**config.mk**
```make
export PLATFORM = sky130hd
export DESIGN_NAME = fpga_clock_gate_ctrl
export DESIGN_NICKNAME = d
export VERILOG_FILES = /design/src/rtl/fpga_clock_gate_ctrl.sv
export SDC_FILE = /design/constraint.sdc
export NUM_CORES = 1
export LEC_CHECK = 0
export ABC_CLOCK_PERIOD_IN_PS = 3700
export CORE_UTILIZATION = 53
export DETAILED_ROUTE_END_ITERATION = 16
export PLACE_DENSITY = 0.83
export RECOVER_POWER = 25
export SLEW_MARGIN = 20
export SYNTH_ARGS = -nofsm -noshare
export SYNTH_HDL_FRONTEND = slang
export SYNTH_SLANG_ARGS = --single-unit
```
**constraint.sdc**
```tcl
create_clock -name clk_i -period 3.7 [get_ports clk_i]
set_input_delay 0.555 -clock clk_i [delete_from_list [all_inputs] [get_ports clk_i]]
set_output_delay 0.555 -clock clk_i [all_outputs]
set_load 0.03 [all_outputs]
```
**src/rtl/fpga_clock_gate_ctrl.sv**
```systemverilog
// Multi-channel registered clock-enable controller (FREE/DIFF/STEP/HALT) with post-reset hold window and enabled-cycle counter.
// Latency: one cycle from inputs to ce_o/step_done_o/running_o; no backpressure, decisions are made every cycle.
// Optional CLKGATE_WATCHDOG_EN adds timeout_o, a sticky flag for data_next_i stalls in DIFF mode.
module fpga_clock_gate_ctrl #(
    parameter int NUM_CH   = 2,
    parameter int CNT_W    = 32,
    parameter int RST_HOLD = 16
`ifdef CLKGATE_WATCHDOG_EN
    ,
    parameter int WDOG_CYC = 1024
`endif
) (
    input  logic              clk_i,
    input  logic              rst_i,
    input  logic [1:0]        mode_i,
    input  logic              data_next_i,
    input  logic [NUM_CH-1:0] ch_mask_i,
    input  logic [CNT_W-1:0]  step_cnt_i,
    input  logic              step_start_i,
`ifdef CLKGATE_WATCHDOG_EN
    output logic              timeout_o,
`endif
    output logic              step_done_o,
    output logic [NUM_CH-1:0] ce_o,
    output logic              running_o,
    output logic [CNT_W-1:0]  cycles_o
);

    localparam int HOLD_W = (RST_HOLD > 1) ? $clog2(RST_HOLD) : 1;
    localparam logic [HOLD_W-1:0] HOLD_INIT = HOLD_W'(RST_HOLD - 1);

    localparam logic [1:0] M_FREE = 2'b00;
    localparam logic [1:0] M_DIFF = 2'b01;
    localparam logic [1:0] M_STEP = 2'b10;
    localparam logic [1:0] M_HALT = 2'b11;

    typedef enum logic [2:0] {
        S_HOLD,
        S_FREE,
        S_DIFF,
        S_STEP_IDLE,
        S_STEP_RUN,
        S_HALT
    } state_t;

    state_t              state_q, state_d;
    logic [HOLD_W-1:0]   hold_q, hold_d;
    logic [CNT_W-1:0]    scnt_q, scnt_d;
    logic [NUM_CH-1:0]   ce_q, ce_d;
    logic                done_q, done_d;
    logic                run_q, run_d;
    logic [CNT_W-1:0]    cyc_q, cyc_d;
    logic                sample_mode;

    always_comb begin
        state_d     = state_q;
        hold_d      = hold_q;
        scnt_d      = scnt_q;
        ce_d        = ce_q;
        done_d      = 1'b0;
        sample_mode = 1'b0;

        case (state_q)
            S_HOLD: begin
                ce_d = '1;
                if (hold_q == '0) begin
                    sample_mode = 1'b1;
                end else begin
                    hold_d = hold_q - HOLD_W'(1);
                end
            end
            S_STEP_IDLE: begin
                if (mode_i == M_STEP) begin
                    ce_d = '0;
                    if (step_start_i) begin
                        if (step_cnt_i != '0) begin
                            state_d = S_STEP_RUN;
                            scnt_d  = step_cnt_i;
                            ce_d    = ch_mask_i;
                        end else begin
                            done_d = 1'b1;
                        end
                    end
                end else begin
                    sample_mode = 1'b1;
                end
            end
            S_STEP_RUN: begin
                // scnt_q counts enabled cycles still owed, including the current one
                if (mode_i == M_STEP) begin
                    if (scnt_q > CNT_W'(1)) begin
                        scnt_d = scnt_q - CNT_W'(1);
                        ce_d   = ch_mask_i;
                    end else begin
                        scnt_d  = '0;
                        ce_d    = '0;
                        done_d  = 1'b1;
                        state_d = S_STEP_IDLE;
                    end
                end else begin
                    sample_mode = 1'b1;
                end
            end
            default: sample_mode = 1'b1;
        endcase

        if (sample_mode) begin
            scnt_d = '0;
            case (mode_i)
                M_FREE: begin
                    state_d = S_FREE;
                    ce_d    = ch_mask_i;
                end
                M_DIFF: begin
                    state_d = S_DIFF;
                    ce_d    = ch_mask_i & {NUM_CH{data_next_i}};
                end
                M_STEP: begin
                    state_d = S_STEP_IDLE;
                    ce_d    = '0;
                end
                default: begin
                    state_d = S_HALT;
                    ce_d    = '0;
                end
            endcase
        end

        run_d = |ce_d;
        cyc_d = cyc_q + ((run_q && (state_q != S_HOLD)) ? CNT_W'(1) : CNT_W'(0));
    end

    always_ff @(posedge clk_i or posedge rst_i) begin
        if (rst_i) begin
            state_q <= S_HOLD;
            hold_q  <= HOLD_INIT;
            scnt_q  <= '0;
            ce_q    <= '1;
            done_q  <= 1'b0;
            run_q   <= 1'b1;
            cyc_q   <= '0;
        end else begin
            state_q <= state_d;
            hold_q  <= hold_d;
            scnt_q  <= scnt_d;
            ce_q    <= ce_d;
            done_q  <= done_d;
            run_q   <= run_d;
            cyc_q   <= cyc_d;
        end
    end

    assign ce_o        = ce_q;
    assign step_done_o = done_q;
    assign running_o   = run_q;
    assign cycles_o    = cyc_q;

`ifdef CLKGATE_WATCHDOG_EN
    localparam int WD_W = $clog2(WDOG_CYC + 1);

    logic [WD_W-1:0] wcnt_q, wcnt_d;
    logic            to_q, to_d;
    logic            wd_active;

    // Counter saturates at WDOG_CYC; the flag is sticky until DIFF is left
    always_comb begin
        wd_active = sample_mode && (mode_i == M_DIFF);
        wcnt_d    = '0;
        to_d      = 1'b0;
        if (wd_active) begin
            to_d = to_q;
            if (!data_next_i) begin
                wcnt_d = (int'(wcnt_q) >= WDOG_CYC) ? wcnt_q : wcnt_q + WD_W'(1);
                if (int'(wcnt_q) + 1 >= WDOG_CYC) begin
                    to_d = 1'b1;
                end
            end
        end
    end

    always_ff @(posedge clk_i or posedge rst_i) begin
        if (rst_i) begin
            wcnt_q <= '0;
            to_q   <= 1'b0;
        end else begin
            wcnt_q <= wcnt_d;
            to_q   <= to_d;
        end
    end

    assign timeout_o = to_q;
`endif

endmodule

```
Word level (Yosys, flattened, before mapping) --
Index checks and enable logic that the tools add are counted.
Storage, ports and cells: flip-flop bits (word level) 75
Cells by class: bitwise logic cells 2, muxes and demuxes 33, equal/unequal tests 9, order comparisons 1, add/subtract/negate cells 3, reduce and logical (&&, ||, !) cells 12
Operator list (count):
- 32-bit 2-to-1 mux | 6
- 32-bit one-hot mux with 2 select lines | 1
- 32-bit by 1-bit adder with 32-bit output | 1
- 32-bit by 1-bit > comparator with 1-bit output, second input constant | 1
- 32-bit nonzero test | 1
- 32-bit by 1-bit subtractor with 32-bit output, second input constant | 1
- 3-bit 2-to-1 mux | 6
- 3-bit inequality test, second input constant | 5
- 2-bit 2-to-1 mux | 6
- 3-bit one-hot mux with 3 select lines | 1
- 1-bit 2-to-1 mux | 8
- 2-bit one-hot mux with 3 select lines | 1
- 3-bit one-hot mux with 2 select lines | 1
- 6-bit AND reduction | 1
- 3-bit nonzero test | 2
- 5-bit AND reduction | 1
- 4-bit zero test | 1
- 1-bit one-hot mux with 2 select lines | 2
- 2-bit one-hot mux with 2 select lines | 1
- 2-bit OR reduction | 2
- 4-bit by 1-bit subtractor with 4-bit output, second input constant | 1
- 3-bit by 2-bit == test with 1-bit output, second input constant | 1
- 3-bit == test, second input constant | 1
- 3-bit zero test | 1
- 7 further kinds | 7

Longest topological paths before layout --
Gate-level depths: netlist of run 1.
word-level depth 7, gate-level depth with buffers 9

Least setup slack after synthesis of run 1 --
Ideal clock, no wire load.
path kind flip-flop to flip-flop, from reg scnt_q[8], to reg scnt_q[25], period minus slack after synthesis 2.562 ns, arrival time 2.438 ns, cell stages (with the launch flop) 7, setup time 0.124 ns, data required time 3.576 ns, buffers on the path 1, slack 1.138 ns, cell sequence dfrtp_1 or4_4 or4_4 or3_1 buf_6 a32o_1 a211o_1
Between the ends: word-level cells in the longest chain between the ends 5, elaborated cells between the ends (all ways) 6
RTL lines:
- start: declaration | line 48 | logic [CNT_W-1:0] scnt_q, scnt_d;
- start signal: assignment | line 145 | scnt_q <= scnt_d;
- 32-bit by 1-bit subtractor with 32-bit output or 32-bit by 1-bit > comparator with 1-bit output (tied branches) | line 92, 91
- 32-bit 2-to-1 mux * | line 91 | if (scnt_q > CNT_W'(1)) begin
- 32-bit 2-to-1 mux * | line 90 | if (mode_i == M_STEP) begin
- 32-bit one-hot mux with 2 select lines * | line 63 | case (state_q)
- 32-bit 2-to-1 mux * | line 107 | if (sample_mode) begin
Mark *: on every way between the ends. The rest lies on a longest branch, timed or not. The select of a mux whose other input is x is not followed. A chain may end at the register's enable or synchronous reset.

Worst setup path after layout of run 1 --
from reg scnt_q[16], to reg scnt_q[26]
Same word-level chain as after synthesis.

==> metrics.md, run 1 <==
| Metric | Value |
|---|---|
| Number of synthesized flops with an enable pin | 0 |
| Placer's final routability congestion estimate | 1.02 |
| Cell Area, Synth | 4260 sq um |
| Die area | between 8000 and 9000 sq um |
| Synth Area per Inst | 9.89 sq um |
| Proportion of layout cells with a drive suffix above 1 | 0.0854 |
| CTS Buffer Depth | 2 |
| Metal2 WL | 5440 um |
| Top Ports | 76 |
| Net Count, Synth | 481 |
| DRT iter0 DRCs | 238 |
| Detail Route Antenna Nets | 0 |
| Post-synthesis sequential area ratio | 0.442 |
| Top-count cell post-synth | dfrtp_1 |
| Critical path peak fanout | 13 |
| CTS tree | done |
| Maximum clock frequency | about 330 MHz |
| Hold/Removal Path Class | register to register |
| DRC errors left | 0 |
| Port buffer count | 75 |
| Largest net degree at the start of global routing | 39 |
| Cell area power density | slightly below 400 nW/um^2 |
| Leak Pwr | roughly 2.3 nW |
| CORE AREA | 7770 sq um |
| GRT Util Overall | 0.282 |
| Crit path time final | between 3 and 4 ns |
| Vias in the first global route | 3,891 |
| Nets | 560 |
| RSZ-0062 raised after global routing | false |
| Arrival time worst endpoint | about 3.2 ns |
| Grt ovf | 0 |
| Max transition margin | 0.0570 |
| Worst Path Required | around 3.9 ns |
| DR vias | 3,927 |
| Crit path depth | 5 |
| Crit path max-delay family | simple AND/OR/NAND/NOR gates |
| CP endpoint kind | register |
| FP Rows | 32 |
| WP buf/inv | 0 |
| Syn Inst Count | 431 |
| Status | finished clean |
| Critical path type | register to register |
| RR Startpoint | scnt_q[16] |
| Overall routed net length | 11,100 um |
| Syn-to-layout area delta | 25.1% |
| Number of antenna violations at the first check in global routing | 0 |
| First-pass DRT Iterations | 5 |
| Vias per inst | between 6 and 7 |
| Post-DP HPWL | 8060 um |
| # diodes | 0 |
| First-pass GRT wire length | 18,700 um |
| DR top layer | met4 |
| Hold Slack | slightly below 0.5 ns |
| Post-synth top flop | dfrtp_1 |
| WHS Path Cells | 1 |
| Syn. warnings | 0 |
| Final Setup Violations | 0 |
| Crit path cell chain | or4_4 -> or4b_4 -> or3_1 -> nand2_1 -> o311ai_0 |
| Async SR Flop Fraction | 1.00 |
| Worst slew pin tran | 1.41 ns |
| Worst vdd ir | 0.000211 V |
| Final Power | 2.11 mW |
| Hold Startpoint | cycles_o[31] |
| DIE HEIGHT | 91.7 um |
| Final Skew | 0.0110 ns |
| Clock sinks | 75 |
| Post-CTS resize count | 0 |
| Yosys reg bits | 75 |
| Die width | 91.7 um |
| Setup TNS | 0 ns |
| CP max stage cell | or4b_4 |
| CP startpoint kind | register |
| Final slew viol count | 0 |
| Metal-1 WL | about 4700 um |
| Post CTS Setup Buffer Count | 0 |
| CTS root buffer | clkbuf_8 |
| Met3 wire len | slightly below 800 um |
| Worst r2r path cells | 5 |
| Top post-synthesis cells by area | dfrtp_1 40%, xnor2_1 6.6%, dfstp_2 4.3%, nand2_1 3.3%, nor4_1 3.2% |
| Number of buffers created by CTS | 9 |
| Worst-path clk slew | 0.08 ns |
| Critical path's largest stage delay | 0.59 ns |
| Clk_lat worst skew | 0.35 ns |
| Initial Utilization | 0.549 |
| Post-synth top area share | 0.399 |
| Post-synth cell types | 64 |
| Synth top cells by count | 68 x dfrtp_1, 38 x nand2_1, 32 x xnor2_1 |
| CTS Hold Bufs | 0 |
| Worst Setup SP | scnt_q[16] |
| Area leader, netlist | dfrtp_1 |
| Fin. Hold Viols | 0 |
| Part of the cycle the worst path needs | 0.822 |
| Max cap viols | 0 |
| Routed wire length per instance | 18.0 um |
| H-tree depth | 3 |
==> cells by family after synthesis <==
family / Yosys count / share of synthesized area
buffers and inverters: 31 / 0.0320
AO/OA/AOI/OAI: 93 / 0.161
flip-flops: 75 / 0.442
adder cells (fa/ha/maj): 10 / 0.0294
AND/OR/NAND/NOR: 170 / 0.225
multiplexers: 11 / 0.0258
XOR/XNOR: 41 / 0.0843
==> metrics by stage <==
| step | instances | util | area (sq um) | setup WS (ns) |
|---|---|---|---|---|
| 4_1_cts | 617 | 0.688 | 5340 | 0.655 |
| 5_1_grt | 617 | 0.687 | 5330 | 0.540 |
| 3_3_place_gp | 601 | 0.663 | 5150 | 0.798 |
| 2_1_floorplan | 431 | - | 4260 | 1.14 |
| 3_5_place_dp | 601 | 0.663 | 5150 | 0.666 |
| 6_report | 617 | 0.687 | 5330 | 0.659 |
==> worst reg2reg max path: stages (launching register included) <==
cell	delay [ns]
dfrtp_1	0.45
or4_4	0.58
or4b_4	0.59
or3_1	0.59
nand2_1	0.46
o311ai_0	0.22
==> cells in the final DEF, fill, tap and decap left out, types with 11 or more instances in the layout <==
| cell | Yosys | routed |
|---|---|---|
| o22ai_1 | 13 | 13 |
| inv_1 | 11 | 11 |
| mux2i_1 | 11 | 11 |
| buf_4 | 1 | 11 |
| nor2_1 | 16 | 16 |
| nor3_1 | 15 | 15 |
| nand4_1 | 13 | 13 |
| nand2_1 | 38 | 38 |
| dfrtp_1 | 68 | 68 |
| xnor2_1 | 32 | 32 |
| nor4_1 | 22 | 22 |
| clkdlybuf4s50_1 | 0 | 74 |
| o21ai_0 | 13 | 13 |
| nand3_1 | 12 | 12 |
| and3_1 | 11 | 11 |
==> sequential cells by signal, summed over array words and instances, names as in the netlist <==
| register | cells |
|---|---|
| ce_o | 2 |
| cycles_o | 32 |
| hold_q | 4 |
| running_o | 1 |
| scnt_q | 32 |
| state_q | 3 |
| step_done_o | 1 |
==> layout make-up <==
cell class              instances  area (sq um)
multi-input cells             325          2240
well taps                     102           128
fillers                       584          2430
flip-flops and latches         75          1890
inverters                      11          41.3
clock inverters                 6          66.3
repair buffers                 88           841
clock buffers                  10           128
==> worst paths after layout <==
kind	end	slack, ns
setup reg to reg	scnt_q[26]	0.66
min in group asynchronous	cycles_o[13]	1.05
setup / recovery	scnt_q[26]	0.66
hold reg to reg	cycles_o[31]	0.48
hold / removal	cycles_o[31]	0.48
max in group asynchronous	step_done_o	0.96
==> power by group <==
| part | leakage (nW) | total, mW | internal [mW] | switching (mW) |
|---|---|---|---|---|
| clock | 0.0885 | 0.629 | 0.311 | 0.318 |
| sequential | 1.00 | 0.919 | 0.867 | 0.0521 |
| combinational | 1.16 | 0.564 | 0.232 | 0.332 |
| total | 2.25 | 2.11 | 1.41 | 0.702 |
==> metal layers <==
layer / vias up / global-route usage
met5: - / 0
met2: 215 / 0.474
met3: 22 / 0.0423
met4: 0 / 0.115
li1: 1798 / -
met1: 1892 / 0.365
(Power assumes the default switching activity.)
==> run 2: changes to the inputs <==
--- a/config.mk
+++ b/config.mk
@@ -5,10 +5,10 @@
 export SDC_FILE = /design/constraint.sdc
 export NUM_CORES = 1
 export LEC_CHECK = 0
-export ABC_CLOCK_PERIOD_IN_PS = 3700
-export CORE_UTILIZATION = 53
+export ABC_CLOCK_PERIOD_IN_PS = 2500
+export CORE_UTILIZATION = 48
 export DETAILED_ROUTE_END_ITERATION = 16
-export PLACE_DENSITY = 0.83
+export PLACE_DENSITY = 0.8
 export RECOVER_POWER = 25
 export SLEW_MARGIN = 20
 export SYNTH_ARGS = -nofsm -noshare
==> constraint.sdc (replaced) <==
create_clock -name clk_i -period 2.5 [get_ports clk_i]
set_input_delay 0.375 -clock clk_i [delete_from_list [all_inputs] [get_ports clk_i]]
set_output_delay 0.375 -clock clk_i [all_outputs]
set_load 0.03 [all_outputs]
==> run 2 against run 1 <==
Against the previous run:
- die area rose by 10%
- final cell count rose by 9.2%
- via count rose by 5.0%
- hold slack got worse by 0.0084 ns
- fmax rose by 22%
- global-route usage fell by 0.66 points
- clock skew fell by 0.0014 ns
- register-to-register slack got worse by 0.66 ns
- flip-flop and latch count did not move
- wire length rose by 7.8%
- critical path type unchanged
- largest cell class unchanged
==> metrics.md, run 2 (synthesis results as in run 1) <==
| Metric | Value |
|---|---|
| DR vias | 4,125 (+5.0%) |
| Cell area power density | 564 nW/um^2 (+42%) |
| Final Instance Area | 5810 sq um (+9.0%) |
| DRC errors left | 0 (unchanged) |
| H-tree depth | 3 (unchanged) |
| RSZ-0062 raised after global routing | true |
| Grt ovf | 0 (unchanged) |
| Status | finished clean |
| Proportion of layout cells with a drive suffix above 1 | 0.189 (+0.104) |
| Commonest non-fill, non-tap cell in the layout | clkdlybuf4s50_1 |
| Layout filler cell count | 698 (+20%) |
| CTS Buffer Depth | 2 (unchanged) |
| R2R Setup Slk | 0.002 ns (-0.66 ns) |
| CP startpoint kind | register |
| DIE HEIGHT | 96.2 um (+5.0%) |
| Number of antenna violations at the first check in global routing | 0 (unchanged) |
| Placer's final routability congestion estimate | 0.924 (-9.4%) |
| CTS root buffer | clkbuf_8 |
| CTS Hold Bufs | 0 (unchanged) |
| Number of buffers created by CTS | 9 (unchanged) |
| Crit path cell chain | or4_4 -> or4_4 -> or3_4 -> a32o_1 -> a211o_1 |
| Placed instance area | 5580 sq um (+8.5%) |
| Part of the cycle the worst path needs | 0.999 (+0.177) |
| First-pass GRT wire length | 19,200 um (+2.5%) |
| Worst r2r path cells | 5 (unchanged) |
| Critical path capture point | scnt_q[25] |
| CP max stage cell | or4_4 |
| Vias per inst | 6.12 (-3.8%) |
| First-pass DRT Iterations | 5 (unchanged) |
| Worst slew pin tran | 1.04 ns (-0.375 ns) |
| # diodes | 0 (unchanged) |
| Worst-path clk slew | 0.08 ns (about the same) |
| R2R Path End | scnt_q[25] |
| Clk_lat worst skew | 0.36 ns (about the same) |
| Max cap viols | 0 (unchanged) |
| Worst Path Required | 2.74 ns (-1.16 ns) |
| CP endpoint kind | register |
| Overall routed net length | 12,000 um (+7.8%) |
| FP Rows | 34 (+6.3%) |
| Detail Route Antenna Nets | 0 (unchanged) |
| Largest net degree at the start of global routing | 30 (-23%) |
| Critical path type | register to register |
| Final non-filler cell total | 674 (+9.2%) |
| Leak Pwr | 2.54 nW (+13%) |
| CORE AREA | 8680 sq um (+12%) |
| Maximum clock frequency | 400 MHz (+22%) |
| Syn-to-layout area delta | 36.4% |
| DRT iter0 DRCs | 280 (+18%) |
| Crit path time final | 2.50 ns (-0.544 ns) |
| Final Setup Violations | 0 (unchanged) |
| Max transition margin | 0.307 (+0.250) |
| Critical path peak fanout | 8 (-5) |
| Arrival time worst endpoint | 2.74 ns (-0.50 ns) |
| Die area | 9260 sq um (+10%) |
| GRT Util Overall | 0.275 (-0.00665) |
| CTS tree | done |
| Critical path's largest stage delay | 0.54 ns (-0.05 ns) |
| Port buffer count | 75 (unchanged) |
| Post-DP HPWL | 8930 um (+11%) |
| Fin. Hold Viols | 0 (unchanged) |
| Initial Utilization | 0.491 (-0.0576) |
| Clock sinks | 75 (unchanged) |
| Most frequent cells in the layout | 74 x clkdlybuf4s50_1, 68 x dfrtp_1, 59 x buf_4 |
| Hold/Removal Path Class | register to register |
| Final slew viol count | 0 (unchanged) |
| Vias in the first global route | 4,051 (+4.1%) |
| Final Skew | 0.00956 ns (-0.00144 ns) |
| Crit-path most repeated cell | or4_4 |
| Die width | 96.2 um (+5.0%) |
| Worst vdd ir | 0.000406 V (+92%) |
| Routed wire length per instance | 17.8 um (-1.3%) |
| Placed Instances | 658 (+9.5%) |
| Worst Setup SP | scnt_q[7] |
| Nets | 611 (+9.1%) |
| RR Startpoint | scnt_q[7] |
| Top Ports | 76 (unchanged) |
[run 2: changes by cell type in the layout (fill, tap and decap cells not counted), moves of 2 or more]
cell and delta:
or4_4 +2, clkinvlp_4 -2, buf_12 +2, clkbuf_1 -2, or4_1 -2, buf_4 +48, nor4_1 -3, buf_6 +2
nor4_2 +3
[run 2: critical path: cells and delay by family, from the launching register on]
kind,cells,cell delay (ns)
AOI/OAI and AO/OA,2,0.48
and+or+nand+nor,3,1.53
DFF,1,0.38
[run 2: cell type report]
cell class	count	area (sq um)	area share
multi-input cells	325	2300	0.395
flip-flops and latches	75	1890	0.324
repair buffers	139	1260	0.217
well taps	108	135	0.0232
clock buffers	10	128	0.0220
clock inverters	6	65.1	0.0112
inverters	11	41.3	0.00710
[run 2: through the flow]
step / setup slack (ns) / power [mW] / utilization / hold slack (ns) / TNS, ns
floorplan: -0.0484 / 1.91 / - / 0.467 / -0.139
global placement: -0.0532 / 2.28 / 0.643 / 0.463 / -0.192
detailed placement: -0.129 / 2.31 / 0.643 / 0.462 / -0.901
CTS: 0.00310 / 3.26 / 0.666 / 0.406 / 0
global route: -0.0339 / 3.41 / 0.670 / 0.492 / -0.0735
finish: 0.00235 / 3.28 / 0.670 / 0.473 / 0
[run 2: what timing repair did]
item	in CTS	in global routing
endpoints found under the hold margin	0	0
setup buffers	0	0
endpoints found under the setup margin	7	11
cloned	0	0
gates resized for setup	1	9
pin swaps	0	0
[run 2: metal layers]
metal / global-route usage / part of all wire / routed length, um / up-vias
met5: 0 / 0 / 0 / -
met4: 0.131 / 0.025 / 299 / 0
met2: 0.468 / 0.49 / 5900 / 174
li1: - / - / - / 1906
met1: 0.335 / 0.42 / 4990 / 2012
met3: 0.0521 / 0.065 / 779 / 33
[run 2: worst min-delay path by stage]
stage          slack, ns  depth (start not counted)         start      endpoint
6_report            0.47                          1  cycles_o[31]  cycles_o[31]
3_3_place_gp        0.46                          1  cycles_o[31]  cycles_o[31]
2_1_floorplan       0.47                          2     hold_q[2]     hold_q[2]
5_1_grt             0.49                          1  cycles_o[31]  cycles_o[31]
3_5_place_dp        0.46                          1  cycles_o[31]  cycles_o[31]
4_1_cts             0.41                          2         rst_i  cycles_o[22]
[run 2: report_power, final]
part	internal (mW)	total (mW)	switching, mW
combinational	0.438	0.968	0.530
clock	0.463	0.950	0.487
sequential	1.28	1.36	0.0763
==> run 3: changes to the inputs <==
--- a/config.mk
+++ b/config.mk
@@ -6,6 +6,7 @@
 export NUM_CORES = 1
 export LEC_CHECK = 0
 export ABC_CLOCK_PERIOD_IN_PS = 2500
+export CAP_MARGIN = 0
 export CORE_UTILIZATION = 48
 export DETAILED_ROUTE_END_ITERATION = 16
 export PLACE_DENSITY = 0.8
==> results of run 3 <==
Same layout as run 2: the final DEF is identical, and so are final timing and power.
